### config.mk
export PLATFORM = sky130hd
export DESIGN_NAME = sar_ctrl_flat
export DESIGN_NICKNAME = d
export VERILOG_FILES = /design/src/rtl/sar_pkg.sv /design/src/rtl/sar_ctrl_if.sv /design/src/rtl/sar_reg.sv /design/src/rtl/sar_ctrl.sv /design/src/flat_wrapper.sv
export SDC_FILE = /design/constraint.sdc
export NUM_CORES = 1
export LEC_CHECK = 0
export CORE_MARGIN = 4
export CORE_UTILIZATION = 45
export DETAILED_ROUTE_END_ITERATION = 12
export PLACE_DENSITY = 0.72
export SETUP_SLACK_MARGIN = 0.15
export SYNTH_ARGS = -nofsm -noshare
export SYNTH_HDL_FRONTEND = slang
export SYNTH_SLANG_ARGS = --single-unit
### constraint.sdc
create_clock -name ck -period 3.6 [get_ports ck]
set_input_delay 0.36 -clock ck [delete_from_list [all_inputs] [get_ports ck]]
set_output_delay 0.36 -clock ck [all_outputs]
set_load 0.005 [all_outputs]
### src/rtl/sar_pkg.sv
// Shared definitions for the SAR ADC sequencer: state encoding, register
// operations, default geometry and a counter-width helper.
// Optional feature macro used elsewhere in this slice: SAR_CONT_EN.
package sar_pkg;

   localparam int SAR_NBIT = 8;   // conversion resolution in bits
   localparam int SAR_TSMP = 4;   // sample-phase length in clock cycles
   localparam int SAR_TSET = 1;   // DAC settle cycles before each decision

   typedef enum logic [1:0] {
      IDLE   = 2'd0,
      SAMPLE = 2'd1,
      CONV   = 2'd2
   } sar_state_t;

   // Commands issued by the sequencer to the approximation register
   typedef enum logic [1:0] {
      REG_HOLD   = 2'd0,
      REG_CLEAR  = 2'd1,
      REG_LOAD   = 2'd2,
      REG_DECIDE = 2'd3
   } reg_op_t;

   // Width needed to hold 0..max_val, never narrower than one bit
   function automatic int cnt_width(input int max_val);
      int w;
      w = $clog2(max_val + 1);
      if (w < 1) begin
         w = 1;
      end else begin
         w = w;
      end
      return w;
   endfunction

endpackage

### src/rtl/sar_ctrl_if.sv
// Signal bundle between the SAR sequencer (master) and the analog core /
// system side (slave). The CONT line only exists when SAR_CONT_EN is defined.
interface sar_ctrl_if import sar_pkg::*; #(
   parameter int NBIT = SAR_NBIT
) ();

   logic            en;
   logic            start;
   logic            comp;
`ifdef SAR_CONT_EN
   logic            cont;
`endif
   logic            smp;
   logic            smpb;
   logic [NBIT-1:0] dac;
   logic [NBIT-1:0] dout;
   logic            valid;
   logic            busy;

   modport master (
`ifdef SAR_CONT_EN
      input  cont,
`endif
      input  en, start, comp,
      output smp, smpb, dac, dout, valid, busy
   );

   modport slave (
`ifdef SAR_CONT_EN
      output cont,
`endif
      output en, start, comp,
      input  smp, smpb, dac, dout, valid, busy
   );

endinterface

### src/rtl/sar_reg.sv
// Successive-approximation register: the NBIT trial/decided code that drives
// the capacitive DAC, plus a one-hot pointer to the bit currently on trial.
module sar_reg import sar_pkg::*; #(
   parameter int NBIT = SAR_NBIT
) (
   input  logic            ck,
   input  logic            rst,
   input  reg_op_t         op,
   input  logic            comp,
   output logic [NBIT-1:0] code,
   output logic [NBIT-1:0] decided
);

   localparam logic [NBIT-1:0] ZERO       = {NBIT{1'b0}};
   localparam logic [NBIT-1:0] MSB_ONEHOT = {1'b1, {(NBIT-1){1'b0}}};

   logic [NBIT-1:0] code_r;
   logic [NBIT-1:0] ptr_r;

   // Code with the bit under trial resolved by the current comparator output
   always_comb begin
      decided = ZERO;
      if (comp) begin
         decided = code_r | ptr_r;
      end else begin
         decided = code_r & ~ptr_r;
      end
   end

   // Apply clear / load-MSB-trial / decide-and-advance to code and pointer
   always_ff @(posedge ck or posedge rst) begin
      if (rst) begin
         code_r <= ZERO;
         ptr_r  <= ZERO;
      end else begin
         case (op)
            REG_CLEAR: begin
               code_r <= ZERO;
               ptr_r  <= ZERO;
            end
            REG_LOAD: begin
               code_r <= MSB_ONEHOT;
               ptr_r  <= MSB_ONEHOT;
            end
            REG_DECIDE: begin
               code_r <= decided | {1'b0, ptr_r[NBIT-1:1]};
               ptr_r  <= {1'b0, ptr_r[NBIT-1:1]};
            end
            default: begin
               code_r <= code_r;
               ptr_r  <= ptr_r;
            end
         endcase
      end
   end

   assign code = code_r;

endmodule

### src/rtl/sar_ctrl.sv
// SAR ADC sequencer: sample phase, one trial bit per slot with settle time,
// comparator decision per bit, finished code on DOUT with a one-cycle VALID.
// Define SAR_CONT_EN to add the CONT input for back-to-back conversions
// without a new START.
module sar_ctrl import sar_pkg::*; #(
   parameter int NBIT = SAR_NBIT,
   parameter int TSMP = SAR_TSMP,
   parameter int TSET = SAR_TSET
) (
   input  logic      ck,
   input  logic      rst,
   sar_ctrl_if.master bus
);

   localparam int SCW = cnt_width(TSMP);
   localparam int STW = cnt_width(TSET);
   localparam int BIW = $clog2(NBIT);

   localparam logic [SCW-1:0]  SMP_ZERO = {SCW{1'b0}};
   localparam logic [SCW-1:0]  SMP_LAST = SCW'(TSMP - 1);
   localparam logic [STW-1:0]  SET_ZERO = {STW{1'b0}};
   localparam logic [STW-1:0]  SET_LAST = STW'(TSET);
   localparam logic [BIW-1:0]  BIT_ZERO = {BIW{1'b0}};
   localparam logic [BIW-1:0]  BIT_MSB  = BIW'(NBIT - 1);
   localparam logic [NBIT-1:0] CODE_ZERO = {NBIT{1'b0}};

   sar_state_t      state_r,   state_nxt;
   logic [SCW-1:0]  smp_cnt_r, smp_cnt_nxt;
   logic [STW-1:0]  set_cnt_r, set_cnt_nxt;
   logic [BIW-1:0]  bit_r,     bit_nxt;
   logic            smp_r,     smp_nxt;
   logic            smpb_r;
   logic            busy_r,    busy_nxt;
   logic            valid_r,   valid_nxt;
   logic [NBIT-1:0] dout_r,    dout_nxt;
   reg_op_t         reg_op_s;
   logic [NBIT-1:0] code_s;
   logic [NBIT-1:0] decided_s;
   logic            cont_s;

`ifdef SAR_CONT_EN
   assign cont_s = bus.cont;
`else
   assign cont_s = 1'b0;
`endif

   sar_reg #(.NBIT(NBIT)) u_reg (
      .ck      (ck),
      .rst     (rst),
      .op      (reg_op_s),
      .comp    (bus.comp),
      .code    (code_s),
      .decided (decided_s)
   );

   // Next state, counters, register command and next output values
   always_comb begin
      state_nxt   = state_r;
      smp_cnt_nxt = smp_cnt_r;
      set_cnt_nxt = set_cnt_r;
      bit_nxt     = bit_r;
      reg_op_s    = REG_HOLD;
      valid_nxt   = 1'b0;
      dout_nxt    = dout_r;

      if (!bus.en) begin
         // Abort: partial result is dropped, DOUT keeps the last good code
         state_nxt   = IDLE;
         smp_cnt_nxt = SMP_ZERO;
         set_cnt_nxt = SET_ZERO;
         bit_nxt     = BIT_ZERO;
         reg_op_s    = REG_CLEAR;
      end else begin
         case (state_r)
            IDLE: begin
               smp_cnt_nxt = SMP_ZERO;
               set_cnt_nxt = SET_ZERO;
               bit_nxt     = BIT_ZERO;
               reg_op_s    = REG_CLEAR;
               if (bus.start) begin
                  state_nxt = SAMPLE;
               end else begin
                  state_nxt = IDLE;
               end
            end
            SAMPLE: begin
               if (smp_cnt_r == SMP_LAST) begin
                  state_nxt   = CONV;
                  smp_cnt_nxt = SMP_ZERO;
                  set_cnt_nxt = SET_ZERO;
                  bit_nxt     = BIT_MSB;
                  reg_op_s    = REG_LOAD;
               end else begin
                  smp_cnt_nxt = smp_cnt_r + 1'b1;
               end
            end
            CONV: begin
               if (set_cnt_r == SET_LAST) begin
                  set_cnt_nxt = SET_ZERO;
                  if (bit_r == BIT_ZERO) begin
                     valid_nxt = 1'b1;
                     dout_nxt  = decided_s;
                     reg_op_s  = REG_CLEAR;
                     if (cont_s) begin
                        state_nxt = SAMPLE;
                     end else begin
                        state_nxt = IDLE;
                     end
                  end else begin
                     reg_op_s = REG_DECIDE;
                     bit_nxt  = bit_r - 1'b1;
                  end
               end else begin
                  set_cnt_nxt = set_cnt_r + 1'b1;
               end
            end
            default: begin
               state_nxt   = IDLE;
               smp_cnt_nxt = SMP_ZERO;
               set_cnt_nxt = SET_ZERO;
               bit_nxt     = BIT_ZERO;
               reg_op_s    = REG_CLEAR;
            end
         endcase
      end

      // Sample switch is closed whenever enabled and not converting
      smp_nxt  = bus.en & (state_nxt != CONV);
      busy_nxt = (state_nxt != IDLE);
   end

   // State, counters and registered outputs
   always_ff @(posedge ck or posedge rst) begin
      if (rst) begin
         state_r   <= IDLE;
         smp_cnt_r <= SMP_ZERO;
         set_cnt_r <= SET_ZERO;
         bit_r     <= BIT_ZERO;
         smp_r     <= 1'b0;
         smpb_r    <= 1'b1;
         busy_r    <= 1'b0;
         valid_r   <= 1'b0;
         dout_r    <= CODE_ZERO;
      end else begin
         state_r   <= state_nxt;
         smp_cnt_r <= smp_cnt_nxt;
         set_cnt_r <= set_cnt_nxt;
         bit_r     <= bit_nxt;
         smp_r     <= smp_nxt;
         smpb_r    <= ~smp_nxt;
         busy_r    <= busy_nxt;
         valid_r   <= valid_nxt;
         dout_r    <= dout_nxt;
      end
   end

   assign bus.smp   = smp_r;
   assign bus.smpb  = smpb_r;
   assign bus.dac   = code_s;
   assign bus.dout  = dout_r;
   assign bus.valid = valid_r;
   assign bus.busy  = busy_r;

endmodule

### src/flat_wrapper.sv
// flat-port wrapper written by rule: the top's interface ports become plain ports
module sar_ctrl_flat import sar_pkg::*;
#(
   parameter int NBIT = SAR_NBIT,
   parameter int TSMP = SAR_TSMP,
   parameter int TSET = SAR_TSET
)
  (ck, rst, bus_en, bus_start, bus_comp, bus_smp, bus_smpb, bus_dac, bus_dout, bus_valid, bus_busy);
  sar_ctrl_if #(.NBIT(NBIT)) bus_i ();
  input  logic ck;
  input  logic rst;
  input wire logic [$bits(bus_i.en)-1:0] bus_en;
  input wire logic [$bits(bus_i.start)-1:0] bus_start;
  input wire logic [$bits(bus_i.comp)-1:0] bus_comp;
  output wire logic [$bits(bus_i.smp)-1:0] bus_smp;
  output wire logic [$bits(bus_i.smpb)-1:0] bus_smpb;
  output wire logic [$bits(bus_i.dac)-1:0] bus_dac;
  output wire logic [$bits(bus_i.dout)-1:0] bus_dout;
  output wire logic [$bits(bus_i.valid)-1:0] bus_valid;
  output wire logic [$bits(bus_i.busy)-1:0] bus_busy;
  assign bus_i.en = bus_en;
  assign bus_i.start = bus_start;
  assign bus_i.comp = bus_comp;
  assign bus_smp = bus_i.smp;
  assign bus_smpb = bus_i.smpb;
  assign bus_dac = bus_i.dac;
  assign bus_dout = bus_i.dout;
  assign bus_valid = bus_i.valid;
  assign bus_busy = bus_i.busy;
  sar_ctrl #(.NBIT(NBIT), .TSMP(TSMP), .TSET(TSET)) u_core (.ck(ck), .rst(rst), .bus(bus_i));
endmodule
* Word level (Yosys, flattened, before mapping) *
Index checks and enable logic that the tools add are counted.

word-level totals
  output and inout port bits = 20
  register bits after elaboration = 37

operators by class
  equal/unequal tests = 11
  add/sub/neg operators = 3
  reduce and logical (&&, ||, !) cells = 6
  muxes and demuxes = 30
  bitwise logic cells = 6

operator list
  kind                   number
  $pmux W8 S3            2
  $mux W3                6
  $mux W2                8
  $pmux W3 S2            2
  $and A8 B8 Y8          1
  $mux W1                8
  $mux W8                1
  $not A8 Y8             1
  $or A8 B7 Y8           1
  $or A8 B8 Y8           1
  $eq A2 B2 Y1 const B   3
  $ne A3 B2 Y1 const B   2
  $pmux W2 S3            1
  $eq A2 B1 Y1 const B   2
  $ne A2 B2 Y1 const B   2
  $pmux W2 S2            1
  $reduce_and A4 Y1      1
  $add A3 B1 Y3 const B  1
  $eq A3 B2 Y1 const B   1
  $logic_not A3 Y1       1
  $ne A3 B3 Y1 const B   1
  $reduce_and A3 Y1      1
  $reduce_bool A3 Y1     1
  $sub A3 B1 Y3 const B  1
  6 further kinds        6

* Logic depth before layout (Yosys ltp) *
  word-level depth = 8
  depth in mapped cells = 8

* By module *
Synthesis repeated with hierarchy kept, for this count alone.

second synthesis, totals
  cell total of the unflattened synthesis = 168
  area, all modules = 1863.0 um2

modules (own cells, without submodules)
  module    area an instance (um2)  times used  cells an instance
  sar_ctrl  1102.3                  1           100
  sar_reg   760.7                   1           68

* Worst setup path after synthesis *
Ideal clock, no wire load.

  path type = register -> register
  start point = register u_core.state_r[1]
  end point = register u_core.u_reg.ptr_r[0]
  arrival time = 1.583 ns
  cell stages (with the launch flop) = 9
  buffers on the path = 2
  library setup time = 0.121 ns
  period minus slack after synthesis = 1.704 ns
  required time = 3.479 ns
  setup slack = 1.896 ns
  cell sequence = dfrtp_1 > inv_1 > ha_1 > buf_4 > and3b_2 > a31oi_1 > o21a_2 > buf_4 > a22o_1

on the way
  longest elaborated chain between the ends = 5

RTL lines
  item                                                      line             source
  from (decl)                                               sar_ctrl.sv:27   sar_state_t state_r, state_nxt;
  from (signal assigned)                                    sar_ctrl.sv:145  state_r <= state_nxt;
  $eq A2 B2 Y1 / $eq A2 B1 Y1 (equally long branches)       sar_ctrl.sv:74   case (state_r)
  $pmux W2 S2 (*)                                           sar_ctrl.sv:74
  $mux W2 (*)                                               sar_ctrl.sv:66   if (!bus.en) begin
  $eq A2 B2 Y1 / $eq A2 B1 Y1 (equally long branches)       sar_reg.sv:36    case (op)
  $pmux W8 S3 / $reduce_bool A3 Y1 (equally long branches)  -
  to (signal assigned)                                      sar_reg.sv:47    ptr_r <= {1'b0, ptr_r[NBIT-1:1]};
  to (signal assigned)                                      sar_reg.sv:51    ptr_r <= ptr_r;
  to (decl)                                                 sar_reg.sv:18    logic [NBIT-1:0] ptr_r;

Every way passes the cells marked *; elsewhere a longest branch is shown, timed or not.
A chain may end at the register's enable or synchronous reset.

* Worst setup path after layout *
  start point = register u_core.state_r[0]
  end point = register u_core.dout_r[7], in the netlist u_core.bus.dout[7]

on the way
  longest elaborated chain between the ends = 2

RTL lines
  item                         line             source
  $eq A2 B2 Y1                 sar_ctrl.sv:74
  $reduce_and A4 Y1 (no line)  -
  to (signal assigned)         sar_ctrl.sv:153  dout_r <= dout_nxt;
  to (decl)                    sar_ctrl.sv:35   logic [NBIT-1:0] dout_r, dout_nxt;

Every way passes these cells.

==> flow_metrics.py <==
metrics = {
    "timing": {
        "min_period_over_period_pct": 57.0,
        "fin_setup_tns_ps": 0,
        "fin_skew_ps": 5.12,
        "slew_violations": 0,
        "period_minus_slack_ps": 2050,
        "hold_violation_count_in_the_final_report": 0,
        "achievable-frequency_mhz": 487,
        "rsz_0062_raised_after_global_routing": "false",
        "report.final.setup_viol": 0,
        "max_slew_margin_pct": 57.1,
        "max_slew.worst_pin.slew_ps": 642,
    },
    "logic_synthesis": {
        "yosysUniqueCellTypes": 38,
        "postSynth.asyncResetShare_pct": 100,
        "synth_top_area_share_pct": 48.7,
        "synth_cells": 177,
        "synth-edff-count": 0,
        "syn_area_per_cell_um2": 10.5,
        "yosysSeqAreaShare_pct": 50.1,
        "synth.net_count": 189,
        "synth-seq-cells": 37,
        "syn_area_um2": 1850,
        "synth_flop_cell": "dfrtp_1",
        "yosysWarnings": 0,
        "synth.area.top_cells": "dfrtp_1, a21boi_0, ha_1, a21o_1, nand2b_1",
        "synth_top_cell_by_area": "dfrtp_1",
    },
    "min_path": {
        "hold_class": "input pin to asynchronous set/reset pin",
    },
    "routing": {
        "routed_wl_um": 3810,
        "vias": 1375,
        "drc": 0,
        "drt-pass1-iter-count": 4,
        "drt_iter0_markers": 109,
        "drtAntennaViolNets": 0,
        "drt-vias-per-instance": 5.46,
        "routed_wire_length_per_instance_um": 15.1,
    },
    "clock_tree": {
        "clock_tree.root_cell": "clkbuf_8",
        "ctsHtreeMaxLevel": 2,
        "cts_hold_buffers": 0,
        "cts.sink_count": 37,
        "path_clk_slew_ps": 80,
        "cts.path.max_buffers": 2,
        "tritoncts.num_buffers": 5,
        "post-cts-setup-buffers": 0,
        "cts_resized": 0,
        "clk_latency_ps": 290,
        "tritoncts": "done",
    },
    "power": {
        "internal_uw": 572,
        "p_leak_nw": 0.994,
        "switching_power_uw": 184,
        "power_per_cell_area_nw_per_um2": 344,
        "pwr-share-comb_pct": 6.2,
        "p_sw_share_pct": 24.3,
        "seq_power_share_pct": 55.8,
        "power.ir.vdd_worst_v": 0.000253,
        "clockPowerShare_pct": 38.1,
    },
    "layout": {
        "filler_cell_count": 347,
        "final_util_pct": 55.0,
        "net_total_in_the_final_layout": 213,
        "insertedDiodeCount": 0,
        "multiInputGateArea_um2": 841,
        "drive_above_1_share_pct": 7.92,
        "flow.area_growth_from_synthesis_pct": 18.8,
        "register_area_um2": 927,
        "mostFrequentLayoutCell": "dfrtp_1",
        "mostFrequentLayoutCells": "dfrtp_1, clkdlybuf4s50_1, a21boi_0",
    },
    "global_route": {
        "grt_start_max_net_pins": 23,
        "vias_in_the_first_global_route": 1365,
        "grt_pass1_wl_um": 6450,
        "grt.overflow.total": 0,
        "grt_antenna_before_repair": 0,
        "groute.usage.overall_pct": 16.1,
    },
    "critical_path": {
        "slowest_stage": "nand4_1",
        "reg2reg_from": "u_core.state_r[0]",
        "data_arrival_time_of_the_critical_path_ps": 2210,
        "critical-path-max-stage-delay_ps": 620,
        "critPathLaunchType": "register",
        "crit_path_end_kind": "register",
        "timing_worst_setup_path_type": "register to register",
        "cp_top_family": "simple AND/OR/NAND/NOR gates",
        "r2r.worst_path.cells": 5,
        "r2r-end": "u_core.bus.dout[7]",
        "critical_path.cell_chain": "inv_1 > ha_1 > nand4_1 > nand2_1 > o21ai_0",
        "worstPathRequired_ps": 3750,
        "path_buf_inv": 1,
        "reg2reg_slack_ps": 1550,
        "timing.critical_path.fanout_max": 17,
    },
    "place": {
        "place_congestion": 0.803,
        "place.detailed.hpwl_um": 2650,
        "buffers_on_ports": 24,
    },
    "floorplanning": {
        "start_util_pct": 46.3,
        "boundaryPins": 25,
        "placeableCoreArea_um2": 4000,
        "dieHeight_um": 72.1,
        "floorplan.die_area_um2": 5200,
        "floorplan.rows": 23,
        "fp.dieW_um": 72.1,
    },
    "run": {
        "maxCapViolations": 0,
    },
    "run_status": {
        "status": "finished, final reports clean",
    },
}
==> cell type report <==
class                           count  share of cell area, %
Inverter                            9                   1.54
Clock inverter                      3                  0.797
Sequential cell                    37                   42.2
Timing Repair Buffer               25                   11.3
Clock buffer                        5                   3.13
Tap cell                           50                   2.85
Multi-Input combinational cell    123                   38.2
==> per-layer routing <==
metal / track usage [%] / wire length [um] / up-vias / part of all wire (%)
met2: 24.9 / 1820 / 31 / 48
met4: 7.31 / 69 / 0 / 1.8
met3: 4.99 / 191 / 8 / 5.0
met1: 20.7 / 1720 / 661 / 45
met5: 0 / 0 / - / 0
li1: - / - / 675 / -
==> flip-flops by register name, summed over array words and instances, names as in the netlist <==
register	cells
u_core.bit_r	3
u_core.bus.smpb	1
u_core.bus.dout	8
u_core.state_r	2
u_core.bus.valid	1
u_core.smp_cnt_r	3
u_core.u_reg.code	8
u_core.set_cnt_r	1
u_core.bus.smp	1
u_core.bus.busy	1
u_core.u_reg.ptr_r	8
==> through the flow <==
| stage | std cells | instance area (um2) | setup slack (ps) | hold WS (ps) | total power, mW |
|---|---|---|---|---|---|
| final | 252 | 2200 | 1550 | 439 | 0.756 |
| after detailed placement | 244 | 2110 | 1400 | 470 | 0.477 |
| after global routing | 252 | 2200 | 1350 | 514 | 0.791 |
| after CTS | 252 | 2200 | 1540 | 467 | 0.762 |
| after global placement | 244 | 2110 | 1440 | 461 | 0.475 |
| after floorplan | 177 | 1850 | 1900 | 473 | 0.460 |
==> synth_stat cells, drive strengths merged (2+ instances only) <==
cell type   n
a21oi      11
and2        2
clkbuf      2
ha          7
a21boi     20
a22o        7
a21o        9
nand2      15
buf         6
a31oi       2
dfrtp      36
nand2b     11
o21ai      12
or3         2
nor2        2
inv         9
nor2b       6
o21a        4
==> how the worst max path moves through the flow <==
stage,startpoint,endpoint,slack (ps),depth (start not counted)
floorplan,u_core.state_r[1],u_core.u_reg.ptr_r[0],1900,8
global placement,bus_en,u_core.bus.dout[5],1440,4
detailed placement,bus_en,u_core.bus.dout[7],1400,4
CTS,u_core.state_r[0],u_core.bus.dout[7],1540,5
global route,u_core.state_r[0],u_core.bus.dout[6],1350,5
finish,u_core.state_r[0],u_core.bus.dout[7],1550,5
==> cells by family (layout without fill, tap and decap cells) <==
logic type                 count (synthesis)  count (layout)  share of synthesized area [%]
DFF                                       37              37                           50.1
muxes                                      1               1                          0.541
AOI/OAI and AO/OA                         69              69                           25.7
buffers and inverters                     17              42                           4.46
and+or+nand+nor                           46              46                           14.5
adders and majority gates                  7               7                           4.73
==> power groups by stage <==
stage | registers (mW) | logic (mW) | clock network, mW
3_3_place_gp | 0.430 | 0.0453 | 0
6_report | 0.422 | 0.0467 | 0.288
5_1_grt | 0.422 | 0.0526 | 0.316
3_5_place_dp | 0.430 | 0.0471 | 0
4_1_cts | 0.422 | 0.0474 | 0.293
2_1_floorplan | 0.430 | 0.0302 | 0
No activity file was read; power rests on OpenSTA's default activity.
